File: config.mk
export PLATFORM = sky130hd
export DESIGN_NAME = rd_check
export DESIGN_NICKNAME = d
export VERILOG_FILES = /design/src/rtl/rd_check_pkg.sv /design/src/rtl/rd_check_lane_cmp.sv /design/src/rtl/rd_check.sv
export SDC_FILE = /design/constraint.sdc
export NUM_CORES = 1
export LEC_CHECK = 0
export ABC_AREA = 1
export CAP_MARGIN = 10
export CORE_AREA = 2 2 270 272
export CTS_BUF_LIST = sky130_fd_sc_hd__clkbuf_4
export CTS_CLUSTER_SIZE = 12
export DETAILED_ROUTE_END_ITERATION = 10
export DIE_AREA = 0 0 272 274
export MAX_ROUTING_LAYER = met4
export PLACE_DENSITY = 0.56
export SYNTH_ARGS = -nofsm -noshare
export SYNTH_HDL_FRONTEND = slang
export SYNTH_SLANG_ARGS = --single-unit
File: constraint.sdc
create_clock -name clk -period 17.8 [get_ports clk]
set_clock_uncertainty 0.1 [all_clocks]
set_input_delay 4.45 -clock clk [delete_from_list [all_inputs] [get_ports clk]]
set_output_delay 4.45 -clock clk [all_outputs]
set_load 0.05 [all_outputs]
File: src/rtl/rd_check_pkg.sv
// Shared definitions for the AXI read-data checker: softreg map, FSM states, error-type bits.
package rd_check_pkg;

  localparam logic [31:0] ADDR_CTRL   = 32'h60;
  localparam logic [31:0] ADDR_BEATS  = 32'h68;
  localparam logic [31:0] ADDR_BURSTS = 32'h70;
  localparam logic [31:0] ADDR_ERRS   = 32'h78;
  localparam logic [31:0] ADDR_CAP    = 32'h80;

  typedef enum logic [1:0] {
    StIdle = 2'd0,
    StRun  = 2'd1,
    StDone = 2'd2
  } state_e;

  localparam logic [2:0] ERR_REPL = 3'b001;
  localparam logic [2:0] ERR_RESP = 3'b010;
  localparam logic [2:0] ERR_LAST = 3'b100;

  localparam int unsigned CapW = 43;

  function automatic logic [15:0] sat_inc16(input logic [15:0] v);
    return (v == 16'hFFFF) ? v : v + 16'd1;
  endfunction

endpackage

File: src/rtl/rd_check_lane_cmp.sv
// Combinational check that all 32 16-bit lanes of a 512-bit beat equal lane 0.
module rd_check_lane_cmp (
  input  logic [511:0] data,
  output logic         mismatch
);

  always_comb begin
    mismatch = 1'b0;
    for (int i = 1; i < 32; i++) begin
      if (data[i*16 +: 16] != data[15:0]) mismatch = 1'b1;
    end
  end

endmodule

File: src/rtl/rd_check.sv
// Passive AXI read-data checker with softreg control/status.
// Define RD_CHECK_ERR_CAPTURE_EN to add the first-error capture register at 0x80.
module rd_check
  import rd_check_pkg::*;
(
  input  logic         clk,
  input  logic         rst,
  input  logic [15:0]  rid_m,
  input  logic [511:0] rdata_m,
  input  logic [1:0]   rresp_m,
  input  logic         rlast_m,
  input  logic         rvalid_m,
  input  logic         rready_m,
  input  logic         softreg_req_valid,
  input  logic         softreg_req_isWrite,
  input  logic [31:0]  softreg_req_addr,
  input  logic [63:0]  softreg_req_data,
  output logic         softreg_resp_valid,
  output logic [63:0]  softreg_resp_data,
  output logic         chk_done,
  output logic         chk_err
);

  state_e state_q, state_d;

  logic [7:0]  exp_len_q;
  logic [19:0] target_q;
  logic [19:0] eff_target;

  logic        p_valid_q, p_repl_q, p_resp_q, p_last_q;
  logic [7:0]  word_cnt_q;
  logic [19:0] burst_cnt_q;
  logic [47:0] beat_cnt_q;
  logic [15:0] repl_cnt_q, resp_cnt_q, last_cnt_q;

  logic        resp_valid_q;
  logic [63:0] resp_data_q, rd_data, cap_rd;

  logic start, beat, take, repl_mismatch, last_bad;
  logic [2:0] err_type;

  logic unused_bits;
  assign unused_bits = ^softreg_req_data[63:28];

  assign start = softreg_req_valid && softreg_req_isWrite && (softreg_req_addr == ADDR_CTRL);
  assign beat  = rvalid_m && rready_m;
  // A start in the same cycle as a beat wins; that beat is dropped.
  assign take  = beat && (state_q == StRun) && !start;

  rd_check_lane_cmp u_lane_cmp (
    .data     (rdata_m),
    .mismatch (repl_mismatch)
  );

  // word_cnt_q holds the position of the pipelined beat within its burst.
  always_comb begin
    last_bad = p_last_q ? (word_cnt_q != exp_len_q) : (word_cnt_q == exp_len_q);
    err_type = 3'b000;
    if (p_valid_q) begin
      if (p_repl_q) err_type = err_type | ERR_REPL;
      if (p_resp_q) err_type = err_type | ERR_RESP;
      if (last_bad) err_type = err_type | ERR_LAST;
    end
  end

  assign eff_target = (target_q == 20'd0) ? 20'd1 : target_q;

  always_comb begin
    state_d = state_q;
    if (start) begin
      state_d = StRun;
    end else if ((state_q == StRun) && (burst_cnt_q == eff_target)) begin
      state_d = StDone;
    end
  end

  always_ff @(posedge clk or posedge rst) begin
    if (rst) begin
      state_q   <= StIdle;
      exp_len_q <= 8'd0;
      target_q  <= 20'd0;
    end else begin
      state_q <= state_d;
      if (start) begin
        exp_len_q <= softreg_req_data[7:0];
        target_q  <= softreg_req_data[27:8];
      end
    end
  end

  always_ff @(posedge clk or posedge rst) begin
    if (rst) begin
      p_valid_q <= 1'b0;
      p_repl_q  <= 1'b0;
      p_resp_q  <= 1'b0;
      p_last_q  <= 1'b0;
    end else if (start) begin
      p_valid_q <= 1'b0;
      p_repl_q  <= 1'b0;
      p_resp_q  <= 1'b0;
      p_last_q  <= 1'b0;
    end else begin
      p_valid_q <= take;
      if (take) begin
        p_repl_q <= repl_mismatch;
        p_resp_q <= (rresp_m != 2'b00);
        p_last_q <= rlast_m;
      end
    end
  end

  always_ff @(posedge clk or posedge rst) begin
    if (rst) begin
      word_cnt_q  <= 8'd0;
      burst_cnt_q <= 20'd0;
      beat_cnt_q  <= 48'd0;
      repl_cnt_q  <= 16'd0;
      resp_cnt_q  <= 16'd0;
      last_cnt_q  <= 16'd0;
    end else if (start) begin
      word_cnt_q  <= 8'd0;
      burst_cnt_q <= 20'd0;
      beat_cnt_q  <= 48'd0;
      repl_cnt_q  <= 16'd0;
      resp_cnt_q  <= 16'd0;
      last_cnt_q  <= 16'd0;
    end else if (p_valid_q) begin
      word_cnt_q <= p_last_q ? 8'd0 : word_cnt_q + 8'd1;
      beat_cnt_q <= beat_cnt_q + 48'd1;
      if (p_last_q)            burst_cnt_q <= burst_cnt_q + 20'd1;
      if (err_type[0]) repl_cnt_q <= sat_inc16(repl_cnt_q);
      if (err_type[1]) resp_cnt_q <= sat_inc16(resp_cnt_q);
      if (err_type[2]) last_cnt_q <= sat_inc16(last_cnt_q);
    end
  end

`ifdef RD_CHECK_ERR_CAPTURE_EN
  logic [15:0]     p_rid_q, p_lane0_q;
  logic            cap_valid_q;
  logic [CapW-1:0] cap_q;

  always_ff @(posedge clk or posedge rst) begin
    if (rst) begin
      p_rid_q     <= 16'd0;
      p_lane0_q   <= 16'd0;
      cap_valid_q <= 1'b0;
      cap_q       <= '0;
    end else if (start) begin
      p_rid_q     <= 16'd0;
      p_lane0_q   <= 16'd0;
      cap_valid_q <= 1'b0;
      cap_q       <= '0;
    end else begin
      if (take) begin
        p_rid_q   <= rid_m;
        p_lane0_q <= rdata_m[15:0];
      end
      if ((err_type != 3'b000) && !cap_valid_q) begin
        cap_valid_q <= 1'b1;
        cap_q       <= {p_rid_q, err_type, word_cnt_q, p_lane0_q};
      end
    end
  end

  assign cap_rd = {{(64 - CapW){1'b0}}, cap_q};
`else
  logic unused_rid;
  assign unused_rid = ^rid_m;
  assign cap_rd     = 64'd0;
`endif

  always_comb begin
    case (softreg_req_addr)
      ADDR_CTRL:   rd_data = {state_q, 54'd0, exp_len_q};
      ADDR_BEATS:  rd_data = {16'd0, beat_cnt_q};
      ADDR_BURSTS: rd_data = {44'd0, burst_cnt_q};
      ADDR_ERRS:   rd_data = {repl_cnt_q, resp_cnt_q, last_cnt_q, 16'd0};
      ADDR_CAP:    rd_data = cap_rd;
      default:     rd_data = 64'd0;
    endcase
  end

  always_ff @(posedge clk or posedge rst) begin
    if (rst) begin
      resp_valid_q <= 1'b0;
      resp_data_q  <= 64'd0;
    end else begin
      resp_valid_q <= softreg_req_valid && !softreg_req_isWrite;
      if (softreg_req_valid && !softreg_req_isWrite) resp_data_q <= rd_data;
    end
  end

  assign softreg_resp_valid = resp_valid_q;
  assign softreg_resp_data  = resp_data_q;
  assign chk_done           = (state_q == StDone);
  assign chk_err            = (repl_cnt_q != 16'd0) || (resp_cnt_q != 16'd0) ||
                              (last_cnt_q != 16'd0);

endmodule

==> results.json, run 1 <==
{
  "status": "complete, no violations",
  "dieArea_sq_um": 74500,
  "grt_max_degree": 99,
  "post_cts_buffers": 0,
  "numPortBuffers": 647,
  "worstSetupPathType": "flop to primary output",
  "fin_crit_sh": 0.421,
  "p_leak_nw": 11.8,
  "period_minus_slack_ns": 7.49,
  "routedWlPerCell_microns": 20.9,
  "path_cells": "inv_1 > nand2_1 > nor2_1 > nand3_1 > nor4_1 > nand4_1 > clkdlybuf4s50_1",
  "hold_path_class": "flop to flop",
  "ys_types": 47,
  "final_util": 0.372,
  "wl_met1_microns": 37900,
  "worstPathArrival_ns": 2.94,
  "wl_met3_microns": 6920,
  "start_util": 0.261,
  "end_kind": "primary output",
  "die_w_microns": 272,
  "antenna_found_initial": 55,
  "synth_cells": 3004,
  "avgSynthCellArea_sq_um": 6.25,
  "wl_met2_microns": 49100,
  "grt_pass1_vias": 20900,
  "syn_to_final_growth_pct": 42.6,
  "rr_startpoint": "last_cnt_q[0]$_DFFE_PP0P_",
  "place.gp.congestion": 0.944,
  "fp.dieH_microns": 274,
  "tightest_slew_ns": 1.03,
  "dr.pass1.iters": 8,
  "top_layer_used": "met4",
  "crit_fanout": 6,
  "htreeDepth": 2,
  "netlist_area_sq_um": 18800,
  "required_ns": 13.25,
  "p_per_area_nw_per_um2": 46.6,
  "cp-start-kind": "flop",
  "startpoint": "resp_cnt_q[8]$_DFFE_PP0P_",
  "synthesis.nets": 3646,
  "cts_tree": "built",
  "holdWs_ns": 0.367,
  "antenna_left": 0,
  "max_cap_violations": 0,
  "min_from": "beat_cnt_q[25]$_DFFE_PP0P_",
  "fin_ws_ns": 10.31,
  "cpMaxStageDelayCell": "clkdlybuf4s50_1",
  "drive_gt1_frac": 0.0544,
  "ctsHoldBuffers": 0,
  "drtIter0Drc": 1646,
  "finalHoldViolCount": 0,
  "path_buf_inv": 2,
  "totalWireLength_microns": 97600,
  "fp.coreArea_sq_um": 72000,
  "cts_made_buffers": 56,
  "stdcell_count": 4658,
  "cts_buffer_depth": 3,
  "path_clk_slew_ns": 0.06,
  "pre_cts_ws_ns": 9.95,
  "fmax_ghz": 0.134,
  "post-dp-hpwl_microns": 79200,
  "drc": 0,
  "grt_usage": 0.265,
  "grt_pass1_wl_microns": 141000,
  "rsz0062_at_grt": "no",
  "num_vias": 21700,
  "final_cell_mix": "nand2_1, clkdlybuf4s50_1, nor2_1, inv_1, dfrtp_1",
  "nNetsFinal": 4265,
  "finalSetupTns_ns": 0,
  "setup_viol": 0,
  "max_slew_margin": 0.309,
  "yosys_warnings": 0,
  "clock_latency_ns": 0.74,
  "root_buffer": "clkbuf_4",
  "num_rows": 99,
  "vias_per_cell": 4.66,
  "timing.final.max_slew_violations": 0,
  "overflow": 0,
  "slowest_delay_ns": 0.74,
  "ios": 700,
  "crit_family": "buffers and inverters",
  "dp_cells": 4524,
  "ctsResizeCount": 0,
  "final_common_cell": "nand2_1",
  "clock-sinks": 223,
  "ys_seq_area_frac": 0.297,
  "vdd_drop_max_mv": 0.0296,
  "ys_ff_latch": 223
}
## flip-flops by register name, summed over array words and instances, names as in the netlist, 2 cells and up
| name | count |
|---|---|
| target_q | 20 |
| burst_cnt_q | 20 |
| resp_cnt_q | 16 |
| word_cnt_q | 8 |
| repl_cnt_q | 16 |
| last_cnt_q | 16 |
| beat_cnt_q | 48 |
| softreg_resp_data | 64 |
| state_q | 2 |
| exp_len_q | 8 |
## where the power goes
group | total (mW) | internal (mW) | leakage, nW | switching, mW
Clock | 0.423 | 0.205 | 0.401 | 0.218
Combinational | 0.319 | 0.168 | 8.56 | 0.150
Sequential | 0.507 | 0.507 | 2.89 | 0.0000239
Total | 1.25 | 0.880 | 11.8 | 0.369
## final cells by class
type                       instances  area, sq um
antenna                           40          100
clock buffer                      80          601
timing repair buffer             671         6610
clock inverter                    14         58.8
inverter                         341         1290
tap                              959         1200
multi-input combinational       2330        11300
fill                            7886        45200
sequential                       223         5580
## layer usage
metal	vias up	GRT usage
li1	10800	-
met1	9889	0.296
met5	-	-
met3	148	0.0471
met4	0	0.104
met2	844	0.466
## Yosys cell counts, drive strengths merged
cell,number,area share
nand2,1069,0.22
inv,340,0.068
nor2,325,0.067
o21ai,225,0.060
dfrtp,223,0.30
xnor2,170,0.079
nand3,148,0.041
buf,80,0.025
nor3,77,0.024
xor2,60,0.028
nand4,59,0.021
a21oi,55,0.015
o22ai,37,0.012
nor4,34,0.012
clkbuf,30,0.0060
or2,21,0.0070
o31ai,14,0.0056
ha,9,0.0060
nor3b,6,0.0024
a31oi,4,0.0013
nand3b,4,0.0016
o211ai,4,0.0016
a211oi,3,0.0012
a221oi,2,0.00093
a21o,1,0.00040
a22o,1,0.00047
clkinv,1,0.00020
o211a,1,0.00053
o21a,1,0.00040
## path summary, 6_finish.rpt
kind / to / slack [ns] / cells after the start
worst max-delay path: chk_err / 10.31 / 7
worst min-delay path: beat_cnt_q[25]$_DFFE_PP0P_ / 0.37 / 1
worst max register to register: last_cnt_q[4]$_DFFE_PP0P_ / 15.63 / 10
worst min register to register: beat_cnt_q[25]$_DFFE_PP0P_ / 0.37 / 1
max in group asynchronous: softreg_resp_data[36]$_DFFE_PP0P_ / 11.37 / 4
min in group asynchronous: burst_cnt_q[16]$_DFFE_PP0P_ / 4.12 / 2
## per-stage QoR
step	instance area (sq um)	total power, mW
after floorplan	18800	0.643
after CTS	26700	1.27
final	26800	1.25
after global placement	26000	0.835
after global routing	26800	1.32
after detailed placement	26000	0.836
## kinds of logic (layout without fill, tap and decap cells)
kind of cell,Yosys count,count (layout),synth area share
AO/OA/AOI/OAI,348,348,0.0998
XOR/XNOR,230,230,0.107
adder cells (fa/ha/maj),9,9,0.00600
buffers and inverters,451,1106,0.0994
flip-flops,223,223,0.297
other,0,40,0
AND/OR/NAND/NOR,1743,1743,0.390
No activity file was read; power rests on OpenSTA's default activity.
==> inputs of run 2 (changes only) <==
clock period = 7.45 ns   (was 17.8 ns; I/O delays follow)
==> results.json, run 2 (synthesized netlist as in run 1, its figures left out) <==
{
  "antenna_found_initial": 47,
  "grt_usage": 0.260,
  "drtIter0Drc": 1747,
  "tightest_slew_ns": 1.10,
  "grt_pass1_wl_microns": 138000,
  "vias_per_cell": 4.68,
  "status": "complete, no violations",
  "rr_startpoint": "p_valid_q$_DFF_PP0_",
  "dp_cells": 4524,
  "vdd_drop_max_mv": 0.0856,
  "htreeDepth": 2,
  "p_sw_frac": 0.296,
  "reg2reg_slack_ns": 5.02,
  "pre_cts_ws_ns": 2.32,
  "max_slew_margin": 0.267,
  "clock-sinks": 223,
  "seqPwrFrac": 0.408,
  "num_vias": 21800,
  "p_int_mw": 2.09,
  "finalSetupTns_ns": 0,
  "end_kind": "primary output",
  "root_buffer": "clkbuf_4",
  "dr.pass1.iters": 5,
  "crit_fanout": 5,
  "nNetsFinal": 4264,
  "overflow": 0,
  "totalWireLength_microns": 96400,
  "clock_latency_ns": 0.73,
  "grt_pass1_vias": 20800,
  "drc": 0,
  "final_cell_mix": "nand2_1, clkdlybuf4s50_1, nor2_1, inv_1, dfrtp_1",
  "r2r_end": "repl_cnt_q[15]$_DFFE_PP0P_",
  "hold_path_class": "flop to flop",
  "seqCellArea_sq_um": 5580,
  "cts_tree": "built",
  "placed_cell_area_sq_um": 26000,
  "p_comb_frac": 0.258,
  "final_common_cell": "nand2_1",
  "period_minus_slack_ns": 4.81,
  "dieArea_sq_um": 74500,
  "cts_buffer_depth": 3,
  "numPortBuffers": 647,
  "post_cts_buffers": 0,
  "fin_ws_ns": 2.64,
  "timing.final.max_slew_violations": 0,
  "crit_end": "chk_err",
  "grt_max_degree": 172,
  "p_leak_nw": 11.8,
  "startpoint": "repl_cnt_q[7]$_DFFE_PP0P_",
  "stdcell_count": 4652,
  "finalHoldViolCount": 0,
  "rsz0062_at_grt": "no",
  "num_rows": 99,
  "largest_register_ffs": 64,
  "post-dp-hpwl_microns": 79100,
  "syn_to_final_growth_pct": 42.5,
  "setup_viol": 0,
  "ios": 700,
  "fin_area_sq_um": 26800,
  "worstSetupPathType": "flop to primary output",
  "final_util": 0.372,
  "max_cap_violations": 0,
  "ctsHoldBuffers": 0,
  "reg2reg_depth": 8,
  "pwr-share-clk": 0.334,
  "fin_crit_sh": 0.646,
  "fp.coreArea_sq_um": 72000,
  "fp.dieH_microns": 274,
  "cts_made_buffers": 55,
  "cp-start-kind": "flop",
  "path_clk_slew_ns": 0.07,
  "multi_input_area_sq_um": 11300,
  "drive_gt1_frac": 0.0539,
  "start_util": 0.261,
  "die_w_microns": 272,
  "p_per_area_nw_per_um2": 111,
  "fmax_ghz": 0.208,
  "place.gp.congestion": 0.995,
  "ctsResizeCount": 0,
  "p_switching_uw": 877,
  "antenna_left": 0,
  "fillers": 7795,
  "worstPathArrival_ns": 2.85,
  "required_ns": 5.49,
  "routedWlPerCell_microns": 20.7
}
run 2: changes by cell type in the layout (fill, tap and decap cells not counted), sizes merged:
cell | previous run | this run
clkinv | 14 | 10
clkbuf | 80 | 78
clkinvlp | 0 | 1
diode | 40 | 39
run 2: cell type report:
cell class,instances,area share
flip-flops and latches,223,0.209
diodes,39,0.00365
clock inverters,11,0.00178
clock buffers,78,0.0219
repair buffers,671,0.247
well taps,959,0.0448
multi-input cells,2330,0.424
inverters,341,0.0481
run 2: power groups by stage:
stage | combinational [mW] | clock, mW | sequential, mW
finish | 0.765 | 0.991 | 1.21
global route | 0.830 | 1.08 | 1.21
CTS | 0.769 | 1.03 | 1.21
detailed placement | 0.765 | 0 | 1.23
global placement | 0.763 | 0 | 1.23
floorplan | 0.301 | 0 | 1.24
run 2: stage by stage:
| stage | power, mW | hold WS [ns] |
|---|---|---|
| 2_1_floorplan | 1.54 | 0.333 |
| 3_3_place_gp | 2.00 | 0.355 |
| 3_5_place_dp | 2.00 | 0.360 |
| 4_1_cts | 3.01 | 0.368 |
| 5_1_grt | 3.12 | 0.398 |
| 6_report | 2.97 | 0.371 |
run 2: critical path: stages, from the launching register on:
cell and delay, ns:
dfrtp_1 0.43, nor4_1 0.43, nand2_1 0.12, nor4_1 0.23
nand4_1 0.16, clkdlybuf4s50_1 0.74
run 2: per-layer routing:
metal	part of all wire	track usage	up-vias
li1	-	-	10800
met1	0.39	0.301	9901
met2	0.50	0.453	872
met3	0.069	0.0370	165
met4	0.039	0.103	0
met5	0	-	-
run 2: how the worst min path moves through the flow:
stage	endpoint	depth (start not counted)	startpoint	slack, ns
2_1_floorplan	beat_cnt_q[25]$_DFFE_PP0P_	1	beat_cnt_q[25]$_DFFE_PP0P_	0.33
3_3_place_gp	beat_cnt_q[25]$_DFFE_PP0P_	1	beat_cnt_q[25]$_DFFE_PP0P_	0.35
3_5_place_dp	beat_cnt_q[25]$_DFFE_PP0P_	1	beat_cnt_q[25]$_DFFE_PP0P_	0.36
4_1_cts	beat_cnt_q[25]$_DFFE_PP0P_	1	beat_cnt_q[25]$_DFFE_PP0P_	0.37
5_1_grt	softreg_resp_data[51]$_DFFE_PP0P_	2	softreg_resp_data[51]$_DFFE_PP0P_	0.40
6_report	beat_cnt_q[25]$_DFFE_PP0P_	1	beat_cnt_q[25]$_DFFE_PP0P_	0.37
==> inputs of run 3 (changes only) <==
PLACE_DENSITY = 0.58   (was 0.56)
clock period = 4 ns   (was 7.45 ns; I/O delays follow)
==> results.json, run 3 (synthesized netlist as in run 1, its figures left out) <==
{
  "finalSetupTns_ns": 0,
  "vias_per_cell": 4.66,
  "setup_viol": 0,
  "required_ns": 2.90,
  "fp.dieH_microns": 274,
  "htreeDepth": 2,
  "vdd_drop_max_mv": 0.229,
  "antenna_left": 0,
  "holdWs_ns": 0.374,
  "p_int_mw": 3.98,
  "seqPwrFrac": 0.401,
  "num_vias": 21800,
  "pwr-share-clk": 0.341,
  "p_per_area_nw_per_um2": 207,
  "num_rows": 99,
  "grt_pass1_vias": 21000,
  "place.gp.congestion": 0.969,
  "start_util": 0.261,
  "grt_max_degree": 114,
  "largest_register_ffs": 64,
  "p_switching_mw": 1.64,
  "worstPathArrival_ns": 2.62,
  "cp-start-kind": "flop",
  "p_sw_frac": 0.292,
  "antenna_found_initial": 47,
  "syn_to_final_growth_pct": 44.4,
  "stdcell_count": 4678,
  "crit_fanout": 5,
  "end_kind": "primary output",
  "period_minus_slack_ns": 3.72,
  "tightest_slew_ns": 0.814,
  "p_comb_frac": 0.258,
  "drtIter0Drc": 1558,
  "grt_usage": 0.260,
  "numPortBuffers": 647,
  "fmax_ghz": 0.269,
  "dp_cells": 4552,
  "final_common_cell": "nand2_1",
  "rsz0062_at_grt": "no",
  "drc": 0,
  "routedWlPerCell_microns": 20.6,
  "cts_made_buffers": 54,
  "totalWireLength_microns": 96400,
  "p_leak_nw": 12.0,
  "clock-sinks": 223,
  "status": "complete, no violations",
  "dr.pass1.iters": 7,
  "finalHoldViolCount": 0,
  "hold_path_class": "flop to flop",
  "final_cell_mix": "nand2_1, clkdlybuf4s50_1, nor2_1, inv_1, dfrtp_1",
  "root_buffer": "clkbuf_4",
  "reg2reg_slack_ns": 1.52,
  "dieArea_sq_um": 74500,
  "grt_pass1_wl_microns": 139000,
  "overflow": 0,
  "cts_tree": "built",
  "die_w_microns": 272,
  "nNetsFinal": 4291,
  "clock_latency_ns": 0.75,
  "timing.final.max_slew_violations": 0,
  "fin_crit_sh": 0.930,
  "worstSetupPathType": "flop to primary output",
  "cts_buffer_depth": 3,
  "ios": 700,
  "path_clk_slew_ns": 0.07,
  "fp.coreArea_sq_um": 72000,
  "post-dp-hpwl_microns": 79700,
  "max_cap_violations": 0,
  "max_slew_margin": 0.456,
  "drive_gt1_frac": 0.0594
}
-- run 3: repair_timing --
item | 4_1_cts | 5_1_grt
hold buffers | 0 | 0
endpoints found under the setup margin | 1 | 0
hold endpoints to repair | 0 | 0
buffers inserted | 0 | 0
gates resized for setup | 1 | 0
-- run 3: path summary, 6_finish.rpt --
check,end,depth (start not counted),from
setup / recovery,chk_err,6,last_cnt_q[0]$_DFFE_PP0P_
hold / removal,beat_cnt_q[25]$_DFFE_PP0P_,1,beat_cnt_q[25]$_DFFE_PP0P_
setup reg to reg,burst_cnt_q[15]$_DFFE_PP0P_,5,p_valid_q$_DFF_PP0_
hold reg to reg,beat_cnt_q[25]$_DFFE_PP0P_,1,beat_cnt_q[25]$_DFFE_PP0P_
max in group asynchronous,softreg_resp_data[46]$_DFFE_PP0P_,3,rst
min in group asynchronous,softreg_resp_data[11]$_DFFE_PP0P_,2,rst
-- run 3: power by group through the flow --
stage | Sequential [mW] | Combinational, mW | Clock, mW
floorplan | 2.30 | 0.562 | 0
global placement | 2.30 | 1.45 | 0
detailed placement | 2.30 | 1.45 | 0
CTS | 2.25 | 1.46 | 1.98
global route | 2.25 | 1.57 | 2.10
finish | 2.25 | 1.45 | 1.92
-- run 3: per-layer routing --
layer | share of wire | vias to the layer above | routed length (microns) | track usage
met5 | 0 | - | 0 | -
met4 | 0.046 | 0 | 4400 | 0.107
met3 | 0.057 | 170 | 5510 | 0.0363
met2 | 0.50 | 845 | 48300 | 0.458
met1 | 0.40 | 9914 | 38200 | 0.295
li1 | - | 10900 | - | -
-- run 3: cell type report --
type,count,area [sq um]
diodes,33,82.6
clock buffers,70,526
clock inverters,23,148
fillers,7771,44900
inverters,341,1290
multi-input cells,2330,11300
flip-flops and latches,223,5580
well taps,959,1200
repair buffers,699,6950
-- run 3: worst max-delay path, cell delays in order, from the launching register on --
cell,delay [ns]
dfrtp_1,0.43
inv_1,0.15
ha_1,0.20
nand4_1,0.10
nor4_1,0.34
nand4_1,0.19
dlygate4sd2_1,0.46
-- run 3: through the flow --
stage / instance area [sq um] / setup WS, ns / utilization / power (mW)
2_1_floorplan: 18800 / -0.0100 / - / 2.86
3_3_place_gp: 26400 / 0.413 / 0.366 / 3.75
6_report: 27100 / 0.280 / 0.377 / 5.62
4_1_cts: 27000 / 0.189 / 0.376 / 5.70
3_5_place_dp: 26400 / 0.362 / 0.366 / 3.75
5_1_grt: 27100 / 0.101 / 0.377 / 5.92
